### config.mk
export PLATFORM = sky130hd
export DESIGN_NAME = nrs_ch_est_core
export DESIGN_NICKNAME = d
export VERILOG_FILES = /design/src/rtl/nrs_ch_est_core.sv
export SDC_FILE = /design/constraint.sdc
export NUM_CORES = 1
export LEC_CHECK = 0
export ABC_AREA = 1
export CORE_MARGIN = 3
export CORE_UTILIZATION = 41
export DETAILED_ROUTE_END_ITERATION = 16
export PLACE_DENSITY_LB_ADDON = 0.12
export SLEW_MARGIN = 20
export SYNTH_ARGS = -nofsm -noshare
export SYNTH_HDL_FRONTEND = slang
export SYNTH_SLANG_ARGS = --single-unit
### constraint.sdc
create_clock -name clk -period 15.78 [get_ports clk]
set_input_delay 4.734 -clock clk [delete_from_list [all_inputs] [get_ports clk]]
set_output_delay 4.734 -clock clk [all_outputs]
set_load 0.01 [all_outputs]
### src/rtl/nrs_ch_est_core.sv
// NB-IoT NRS channel estimator: QPSK de-rotation, N_SYM averaging, per-pilot stream.
// Define NRS_CH_EST_IIR_EN to add cross-subframe IIR smoothing of the estimates.
`timescale 1ns/1ps
module nrs_ch_est_core #(
  parameter int WIDTH_RX  = 16,
  parameter int WIDTH_EST = 17,
  parameter int N_PILOT   = 4,
  parameter int N_SYM     = 2
) (
  input  logic                        clk,
  input  logic                        rst,
  input  logic                        sf_start,
  input  logic signed [WIDTH_RX-1:0]  rx_r,
  input  logic signed [WIDTH_RX-1:0]  rx_i,
  input  logic                        nrs_r,
  input  logic                        nrs_i,
  input  logic                        in_valid,
  output logic                        in_ready,
  input  logic [2:0]                  alpha_shift,
  input  logic                        iir_init,
  output logic signed [WIDTH_EST-1:0] h_r,
  output logic signed [WIDTH_EST-1:0] h_i,
  output logic [3:0]                  h_idx,
  output logic                        h_valid,
  input  logic                        h_ready,
  output logic                        busy,
  output logic                        done,
  output logic                        sat
);

  localparam int L   = $clog2(N_SYM);
  localparam int PW  = WIDTH_RX + 2;
  localparam int AW  = PW + L;
  localparam int BW  = ((AW + 1 > WIDTH_EST) ? AW + 1 : WIDTH_EST) + 2;
  localparam int PCW = $clog2(N_PILOT);
  localparam int SCW = (L > 0) ? L : 1;
  localparam logic signed [BW-1:0] RND = BW'((2 ** L) / 2);
  localparam logic signed [BW-1:0] MAXB =
    {{(BW-WIDTH_EST+1){1'b0}}, {(WIDTH_EST-1){1'b1}}};
  localparam logic signed [BW-1:0] MINB =
    {{(BW-WIDTH_EST+1){1'b1}}, {(WIDTH_EST-1){1'b0}}};
  localparam logic [PCW-1:0] LAST_P = PCW'(N_PILOT - 1);
  localparam logic [SCW-1:0] LAST_S = SCW'(N_SYM - 1);

  typedef enum logic [2:0] {IDLE, ACCUM, FILT, LOAD, OUT} state_t;

  // Reaching either rail counts as a saturation event.
  function automatic logic [WIDTH_EST:0] clip(input logic signed [BW-1:0] t);
    logic                        hit;
    logic signed [WIDTH_EST-1:0] v;
    hit = (t >= MAXB) || (t <= MINB);
    if (t > MAXB)      v = MAXB[WIDTH_EST-1:0];
    else if (t < MINB) v = MINB[WIDTH_EST-1:0];
    else               v = t[WIDTH_EST-1:0];
    return {hit, v};
  endfunction

  function automatic logic [WIDTH_EST:0] avg_f(input logic signed [AW-1:0] a);
    logic signed [BW-1:0] t;
    t = (BW'(a) + RND) >>> L;
    return clip(t);
  endfunction

  state_t state_q, state_d;
  logic [PCW-1:0] pil_q;
  logic [SCW-1:0] sym_q;
  logic signed [AW-1:0] acc_r [N_PILOT];
  logic signed [AW-1:0] acc_i [N_PILOT];
  logic signed [PW-1:0] xr, xi, p_r, p_i;
  logic beat, accept, last_beat, last_out, start, load, sat_hit;
  logic [PCW-1:0] ld_idx;
  logic signed [WIDTH_EST-1:0] nx_r, nx_i;

  assign beat      = in_valid && in_ready;
  assign accept    = h_valid && h_ready;
  assign last_beat = (pil_q == LAST_P) && (sym_q == LAST_S);
  assign last_out  = h_idx == 4'(N_PILOT - 1);
  assign start     = (state_q == IDLE) && sf_start;
  assign load      = (state_q == LOAD) || (accept && !last_out);
  assign ld_idx    = (state_q == LOAD) ? '0 : PCW'(h_idx + 4'd1);

  // One guard bit: both terms can reach +2^(WIDTH_RX-1) together.
  always_comb begin
    xr  = PW'(rx_r);
    xi  = PW'(rx_i);
    p_r = (nrs_r ? -xr : xr) + (nrs_i ? -xi : xi);
    p_i = (nrs_r ? -xi : xi) - (nrs_i ? -xr : xr);
  end

  always_comb begin
    state_d  = state_q;
    in_ready = 1'b0;
    busy     = state_q != IDLE;
    unique case (state_q)
      IDLE: if (sf_start) state_d = ACCUM;
      ACCUM: begin
        in_ready = 1'b1;
`ifdef NRS_CH_EST_IIR_EN
        if (in_valid && last_beat) state_d = FILT;
`else
        if (in_valid && last_beat) state_d = LOAD;
`endif
      end
`ifdef NRS_CH_EST_IIR_EN
      FILT: if (pil_q == LAST_P) state_d = LOAD;
`endif
      LOAD: state_d = OUT;
      OUT: if (accept && last_out) state_d = IDLE;
      default: state_d = IDLE;
    endcase
  end

  always_ff @(posedge clk) begin
    if (rst) state_q <= IDLE;
    else     state_q <= state_d;
  end

  always_ff @(posedge clk) begin
    if (rst || start) begin
      pil_q <= '0;
      sym_q <= '0;
    end else if (beat || state_q == FILT) begin
      pil_q <= (pil_q == LAST_P) ? '0 : pil_q + 1'b1;
      if (beat && pil_q == LAST_P) sym_q <= sym_q + 1'b1;
    end
  end

  always_ff @(posedge clk) begin
    if (beat) begin
      acc_r[pil_q] <= (sym_q == '0) ? AW'(p_r) : acc_r[pil_q] + AW'(p_r);
      acc_i[pil_q] <= (sym_q == '0) ? AW'(p_i) : acc_i[pil_q] + AW'(p_i);
    end
  end

`ifdef NRS_CH_EST_IIR_EN
  function automatic logic signed [WIDTH_EST-1:0] iir_f(
    input logic signed [WIDTH_EST-1:0] s,
    input logic signed [WIDTH_EST-1:0] a,
    input logic [2:0]                  sh
  );
    logic signed [BW-1:0] d;
    d = BW'(a) - BW'(s);
    return WIDTH_EST'(clip(BW'(s) + (d >>> sh)));
  endfunction

  logic signed [WIDTH_EST-1:0] st_r [N_PILOT];
  logic signed [WIDTH_EST-1:0] st_i [N_PILOT];
  logic st_valid, init_q, direct;
  logic [WIDTH_EST:0] fa_r, fa_i;

  assign fa_r    = avg_f(acc_r[pil_q]);
  assign fa_i    = avg_f(acc_i[pil_q]);
  assign direct  = !st_valid || init_q;
  assign sat_hit = (state_q == FILT) && (fa_r[WIDTH_EST] || fa_i[WIDTH_EST]);
  assign nx_r    = st_r[ld_idx];
  assign nx_i    = st_i[ld_idx];

  always_ff @(posedge clk) begin
    if (rst) begin
      st_valid <= 1'b0;
      init_q   <= 1'b0;
    end else begin
      if (start) init_q <= iir_init;
      if (state_q == FILT && pil_q == LAST_P) st_valid <= 1'b1;
    end
  end

  always_ff @(posedge clk) begin
    if (state_q == FILT) begin
      st_r[pil_q] <= direct ? fa_r[WIDTH_EST-1:0]
                            : iir_f(st_r[pil_q], fa_r[WIDTH_EST-1:0], alpha_shift);
      st_i[pil_q] <= direct ? fa_i[WIDTH_EST-1:0]
                            : iir_f(st_i[pil_q], fa_i[WIDTH_EST-1:0], alpha_shift);
    end
  end
`else
  logic [WIDTH_EST:0] oa_r, oa_i;
  logic unused_iir;

  assign oa_r       = avg_f(acc_r[ld_idx]);
  assign oa_i       = avg_f(acc_i[ld_idx]);
  assign sat_hit    = load && (oa_r[WIDTH_EST] || oa_i[WIDTH_EST]);
  assign nx_r       = oa_r[WIDTH_EST-1:0];
  assign nx_i       = oa_i[WIDTH_EST-1:0];
  assign unused_iir = ^{alpha_shift, iir_init};
`endif

  always_ff @(posedge clk) begin
    if (rst) begin
      h_r     <= '0;
      h_i     <= '0;
      h_idx   <= '0;
      h_valid <= 1'b0;
      done    <= 1'b0;
      sat     <= 1'b0;
    end else begin
      done <= (state_q == OUT) && accept && last_out;
      if (start)        sat <= 1'b0;
      else if (sat_hit) sat <= 1'b1;
      if (load) begin
        h_r     <= nx_r;
        h_i     <= nx_i;
        h_idx   <= (state_q == LOAD) ? 4'd0 : h_idx + 4'd1;
        h_valid <= 1'b1;
      end else if (accept && last_out) begin
        h_valid <= 1'b0;
      end
    end
  end

endmodule

# ---- Word level (Yosys, flattened, before mapping)
# Memory sizes are Yosys's and may differ from the RTL's. A register that Yosys moved wholly into a read port is not among the register bits.
# Index checks and enable logic that the tools add are counted.
dict set report totals {
  register_bits 47
  output_inout_bits 43
  ramBits 152
  elab_cells 89
  input_bits 43
  n_memories 2
}
dict set report op_classes {
  n_mux 26
  n_lt_le_gt_ge 8
  reduce_logical 24
  add_sub_neg 11
  n_eq_ne 9
}
# name depth word_bits rd rd_ports_with_merged_regs wr line
set mem_list {}
lappend mem_list {acc_i 4 19 2 1 1 68} ;# logic signed [AW-1:0] acc_i [N_PILOT];
lappend mem_list {acc_r 4 19 2 1 1 67} ;# logic signed [AW-1:0] acc_r [N_PILOT];
# cell n
set ops {}
lappend ops {{18-bit 2-to-1 mux} 4}
lappend ops {{17-bit 2-to-1 mux} 4}
lappend ops {{19-bit by 2-bit adder with 20-bit output (second input constant)} 2}
lappend ops {{19-bit by 18-bit adder with 19-bit output} 2}
lappend ops {{19-bit by 17-bit greater-or-equal comparator with 1-bit output (second input constant)} 2}
lappend ops {{19-bit by 17-bit greater-than comparator with 1-bit output (second input constant)} 2}
lappend ops {{19-bit by 17-bit less-or-equal comparator with 1-bit output (second input constant)} 2}
lappend ops {{19-bit by 17-bit < comparator with 1-bit output (second input constant)} 2}
lappend ops {{19-bit 2-to-1 mux} 2}
lappend ops {{16-bit negation with 18-bit output} 2}
lappend ops {{18-bit adder} 1}
lappend ops {{18-bit subtractor} 1}
lappend ops {{2-bit 2-to-1 mux} 6}
lappend ops {{3-bit one-hot mux with 4 select lines} 1}
lappend ops {{1-bit logical AND} 11}
lappend ops {{3-bit 2-to-1 mux} 3}
lappend ops {{3-bit by 2-bit equality test with 1-bit output (second input constant)} 2}
lappend ops {{1-bit logical OR} 6}
lappend ops {{1-bit 2-to-1 mux} 5}
lappend ops {{4-bit by 1-bit adder with 4-bit output (second input constant)} 1}
lappend ops {{4-bit by 2-bit equality test with 1-bit output (second input constant)} 1}
lappend ops {{4-bit 2-to-1 mux} 1}
lappend ops {{2-bit inequality test (second input constant)} 2}
lappend ops {{3-bit by 1-bit equality test with 1-bit output (second input constant)} 1}
lappend ops {{12 further kinds} 12}

# ---- Longest topological paths before layout
# An unclocked memory read counts as a cell.
dict set report logic_depth {
  word_depth 8
  mapped_depth 36
}

# ---- Least setup slack after synthesis
# No wires, ideal clock.
dict set report synth_timing {
  path_type {input -> register}
  startpoint {input port nrs_r}
  endpoint {memory acc_i[0][17] (netlist bit) (data pin)}
  path_slack_ns 7.052
  setup_ns 0.266
  t_required_ns 15.514
  path_stages 30
  arrival_time_ns 8.462
  cell_sequence {clkbuf_1 > inv_1 > clkbuf_1 > clkbuf_1 > nand2_1 > o21ai_0 > ha_1 > nand3_1 > nand2_1 > nand2_1 > nand2_1 > nand2_1 > a21oi_1 > nand2_1 > nand2_1 > inv_1 > o21ai_0 > nand3_1 > nand2_1 > a31oi_1 > xor2_1 > ha_1 > inv_1 > nor3_1 > nand2_1 > nor2_1 > a21oi_1 > xor2_1 > nand2_1 > nand2_1}
}
dict set report synth_between {
  elab_chain_len 4
}
# item line
set synth_rtl {}
lappend synth_rtl {{from (decl)} 15} ;# input logic nrs_r,
lappend synth_rtl {{18-bit 2-to-1 mux *} 87} ;# p_i = (nrs_r ? -xi : xi) - (nrs_i ? -xr : xr);
lappend synth_rtl {{18-bit subtractor *} 87}
lappend synth_rtl {{19-bit by 18-bit adder with 19-bit output} 131} ;# acc_i[pil_q] <= (sym_q == '0) ? AW'(p_i) : acc_i[pil_q] + AW'(p_i);
lappend synth_rtl {{19-bit 2-to-1 mux *} 131}
lappend synth_rtl {{to (decl)} 68}
# Mark *: on every way between the ends. The rest lies on a longest branch, timed or not.

# ---- Worst setup path in the final report
dict set report layout_timing {
  startpoint {input port nrs_i}
  endpoint {memory acc_i[0][17] (netlist bit) (data pin)}
}
dict set report layout_between {
  elab_chain_len 4
}
# item line
set layout_rtl {}
lappend layout_rtl {{from (decl)} 16} ;# input logic nrs_i,
lappend layout_rtl {{18-bit 2-to-1 mux *} 87}
lappend layout_rtl {{18-bit subtractor *} 87}
lappend layout_rtl {{19-bit by 18-bit adder with 19-bit output} 131}
lappend layout_rtl {{19-bit 2-to-1 mux *} 131}
# Marked as above.

==> results.py <==
metrics = {
    "status": {
        "status": "complete, no violations",
    },
    "floorplan": {
        "start_util": 0.420,
        "die_y_um": 201,
        "row_count": 70,
        "die_w_um": 201,
        "dieArea_um2": 40200,
        "core_area_um2": 37000,
        "ioPinCount": 86,
    },
    "flow_run": {
        "drv_cap": 0,
    },
    "power_and_ir_drop": {
        "pwr-share-clk": 0.315,
        "comb_power_share": 0.313,
        "p_int_mw": 1.11,
        "power_mw": 1.66,
        "ir_drop_mv": 0.0470,
        "sequentialPowerShare": 0.372,
        "leakagePower_nw": 7.44,
        "power_switching_mw": 0.555,
        "cellPowerDensity_nw_per_um2": 95.6,
        "p_sw_frac": 0.334,
    },
    "synth": {
        "ys.flop_type": "edfxtp_1",
        "ys_top_cells_by_count": "nand2_1, o21ai_0, nand3_1, nor2_1, inv_1",
        "ys_top_cells_by_area": "edfxtp_1, nand2_1, o21ai_0, nand3_1, dfxtp_1",
        "synth_cell_types": 52,
        "syn_avg_cell_area_um2": 7.03,
        "syn_inst": 2208,
        "synth_edf_count": 152,
        "syn_nets": 2332,
        "netlist.area_leader.share": 0.294,
        "seq_area_frac_synth": 0.357,
        "synth.most_common_cell": "nand2_1",
        "yosysWarnings": 0,
        "synth_seq_cells": 201,
        "synthArstFlopShare": 0,
        "netlist_area_um2": 15500,
        "yosys.area.top_type": "edfxtp_1",
    },
    "timing": {
        "finClkSkew_ns": 0.0160,
        "drv_slew": 0,
        "slew_headroom": 0.335,
        "period_needed_ns": 9.56,
        "finalHoldViolCount": 0,
        "hold_ws_ns": 0.464,
        "finalCritPeriodShare": 0.606,
        "max_slew.worst_pin.slew_ns": 0.998,
        "setup_tns_ns": 0,
        "setup_viol": 0,
        "fmaxAchievable_mhz": 105,
        "rsz0062_at_grt": "false",
    },
    "grt": {
        "antenna_found_initial": 0,
        "grt_pass1_wl_um": 72300,
        "grt_pass1_vias": 13700,
        "track_usage": 0.218,
        "grt-ovfl-total": 0,
        "grt_max_degree": 84,
    },
    "worst_setup_path": {
        "crit_type": "primary input to flop",
        "worstPathRequired_ns": 16.04,
        "arrival_ns": 9.81,
        "crit_fanout": 36,
        "cp-end-kind": "flop",
        "crit_path_start_kind": "primary input",
    },
    "drt": {
        "drt_wl_total_um": 45200,
        "final_antenna_net_count": 0,
        "wl_per_cell_um": 16.4,
        "drt_iter0_markers": 918,
        "drt_pass1_iterations": 5,
        "viasPerCell": 5.30,
        "vias": 14600,
        "remaining_drc_errors": 0,
    },
    "final_layout": {
        "n_antenna_cell": 0,
        "utilization": 0.471,
        "syn_to_final_growth_pct": 12.1,
        "stdcell_count": 2761,
        "finalNetCount": 2365,
        "n_fill_cell": 3743,
        "final_layout_size_suffix_gt1_frac": 0.0416,
    },
    "clock_network": {
        "clk_latency_ns": 0.54,
        "clk_pin_slew_worst_paths_ns": 0.06,
        "clockBufferDepth": 3,
        "cts-root-buf": "clkbuf_16",
        "cts_tree": "yes",
        "postCtsSetupBuffers": 0,
        "ctsHoldBuffers": 0,
        "cts_sinks": 201,
        "cts_buffers": 24,
        "htreeDepth": 1,
        "cts_resized": 0,
    },
    "worst_hold_path": {
        "hold_class": "flop to flop",
    },
    "place": {
        "portBuffers": 81,
        "dpl.hpwl_um": 31700,
        "dp.cells": 2719,
        "gp_congestion": 0.892,
    },
}
power groups by stage:
stage	registers [mW]	logic, mW	clock network, mW
floorplan	0.627	0.385	0
global placement	0.628	0.508	0
detailed placement	0.629	0.514	0
CTS	0.617	0.518	0.536
global route	0.619	0.594	0.560
finish	0.618	0.521	0.524
metrics by stage:
| stage | area [µm²] | worst slack (ns) |
|---|---|---|
| floorplan | 15500 | 7.05 |
| global placement | 16700 | 5.73 |
| detailed placement | 16700 | 5.64 |
| CTS | 17400 | 6.20 |
| global route | 17400 | 5.64 |
| finish | 17400 | 6.22 |
per-layer routing:
metal,up-vias,GRT usage,wire length (µm),share of wire
met5,-,0,0,0
met4,0,0.0532,845,0.019
met3,64,0.0298,2990,0.066
met2,421,0.360,20200,0.45
met1,6654,0.304,21200,0.47
li1,7489,-,-,-
critical path, cell delays in order:
cell and delay, ns:
clkdlybuf4s50_1 0.39, buf_4 0.23, inv_1 0.61, o21ai_0 0.33, ha_1 0.36, nand3_1 0.07, nand2_1 0.11, nand2_1 0.06
nand2_1 0.08, nand2_1 0.06, a21oi_1 0.28, nand2_1 0.09, nand2_1 0.15, inv_1 0.05, o21ai_0 0.24, nand3_1 0.11
nand2_1 0.11, a31oi_1 0.10, xor2_1 0.19, ha_1 0.38, inv_1 0.07, nor3_1 0.31, nand2_1 0.11, nor2_1 0.12
a21oi_1 0.10, xor2_1 0.17, nand2_1 0.06, nand2_1 0.11
logic make-up after synthesis:
group           count (synthesis)  synth area share
flops                         201             0.357
buf+inv                       281            0.0759
fa+ha+maj                      81            0.0672
compound gates                448             0.154
simple gates                 1125             0.304
xor+xnor                       72            0.0415
sequential cells by signal, indices dropped and copies added (netlist names), named ones only:
signal   count
acc_i       76
acc_r       76
h_r         17
h_idx        4
h_valid      1
sym_q        1
done         1
state_q      3
pil_q        2
sat          1
h_i         17
cell usage in the layout (no fill, tap or decap), drive strengths merged, types with 3 or more instances in the layout:
cell type and n:
a21oi 142, nand3b 18, nor4 4, o21ai 247, or2 8, a31oi 8
xor2 47, clkbuf 34, a211oi 3, clkdlybuf4s50 81, ha 77, nand3 202
inv 189, o21bai 3, a32oi 3, a21o 4, nand4 11, dfxtp 49
o31ai 4, fa 4, clkinv 6, o22ai 22, nor2 208, o211ai 3
nor3 24, buf 17, nand2 648, xnor2 24, edfxtp 152
final cells by class:
type / count / area (µm²) / share of cell area
multi-input combinational: 1726 / 8830 / 0.508
timing repair buffer: 98 / 938 / 0.0540
tap: 504 / 631 / 0.0363
inverter: 190 / 713 / 0.0410
clock inverter: 8 / 76.3 / 0.00439
sequential: 201 / 5550 / 0.319
clock buffer: 34 / 659 / 0.0379
worst paths after layout:
kind	endpoint	cells past startpoint	startpoint	slack [ns]
max	acc_i[0][17]	28	nrs_i	6.22
max reg2reg	acc_r[3][16]	20	flop	10.87
min reg2reg	sat	2	sat	0.46
min	sat	2	sat	0.46
(Power assumes the default switching activity.)
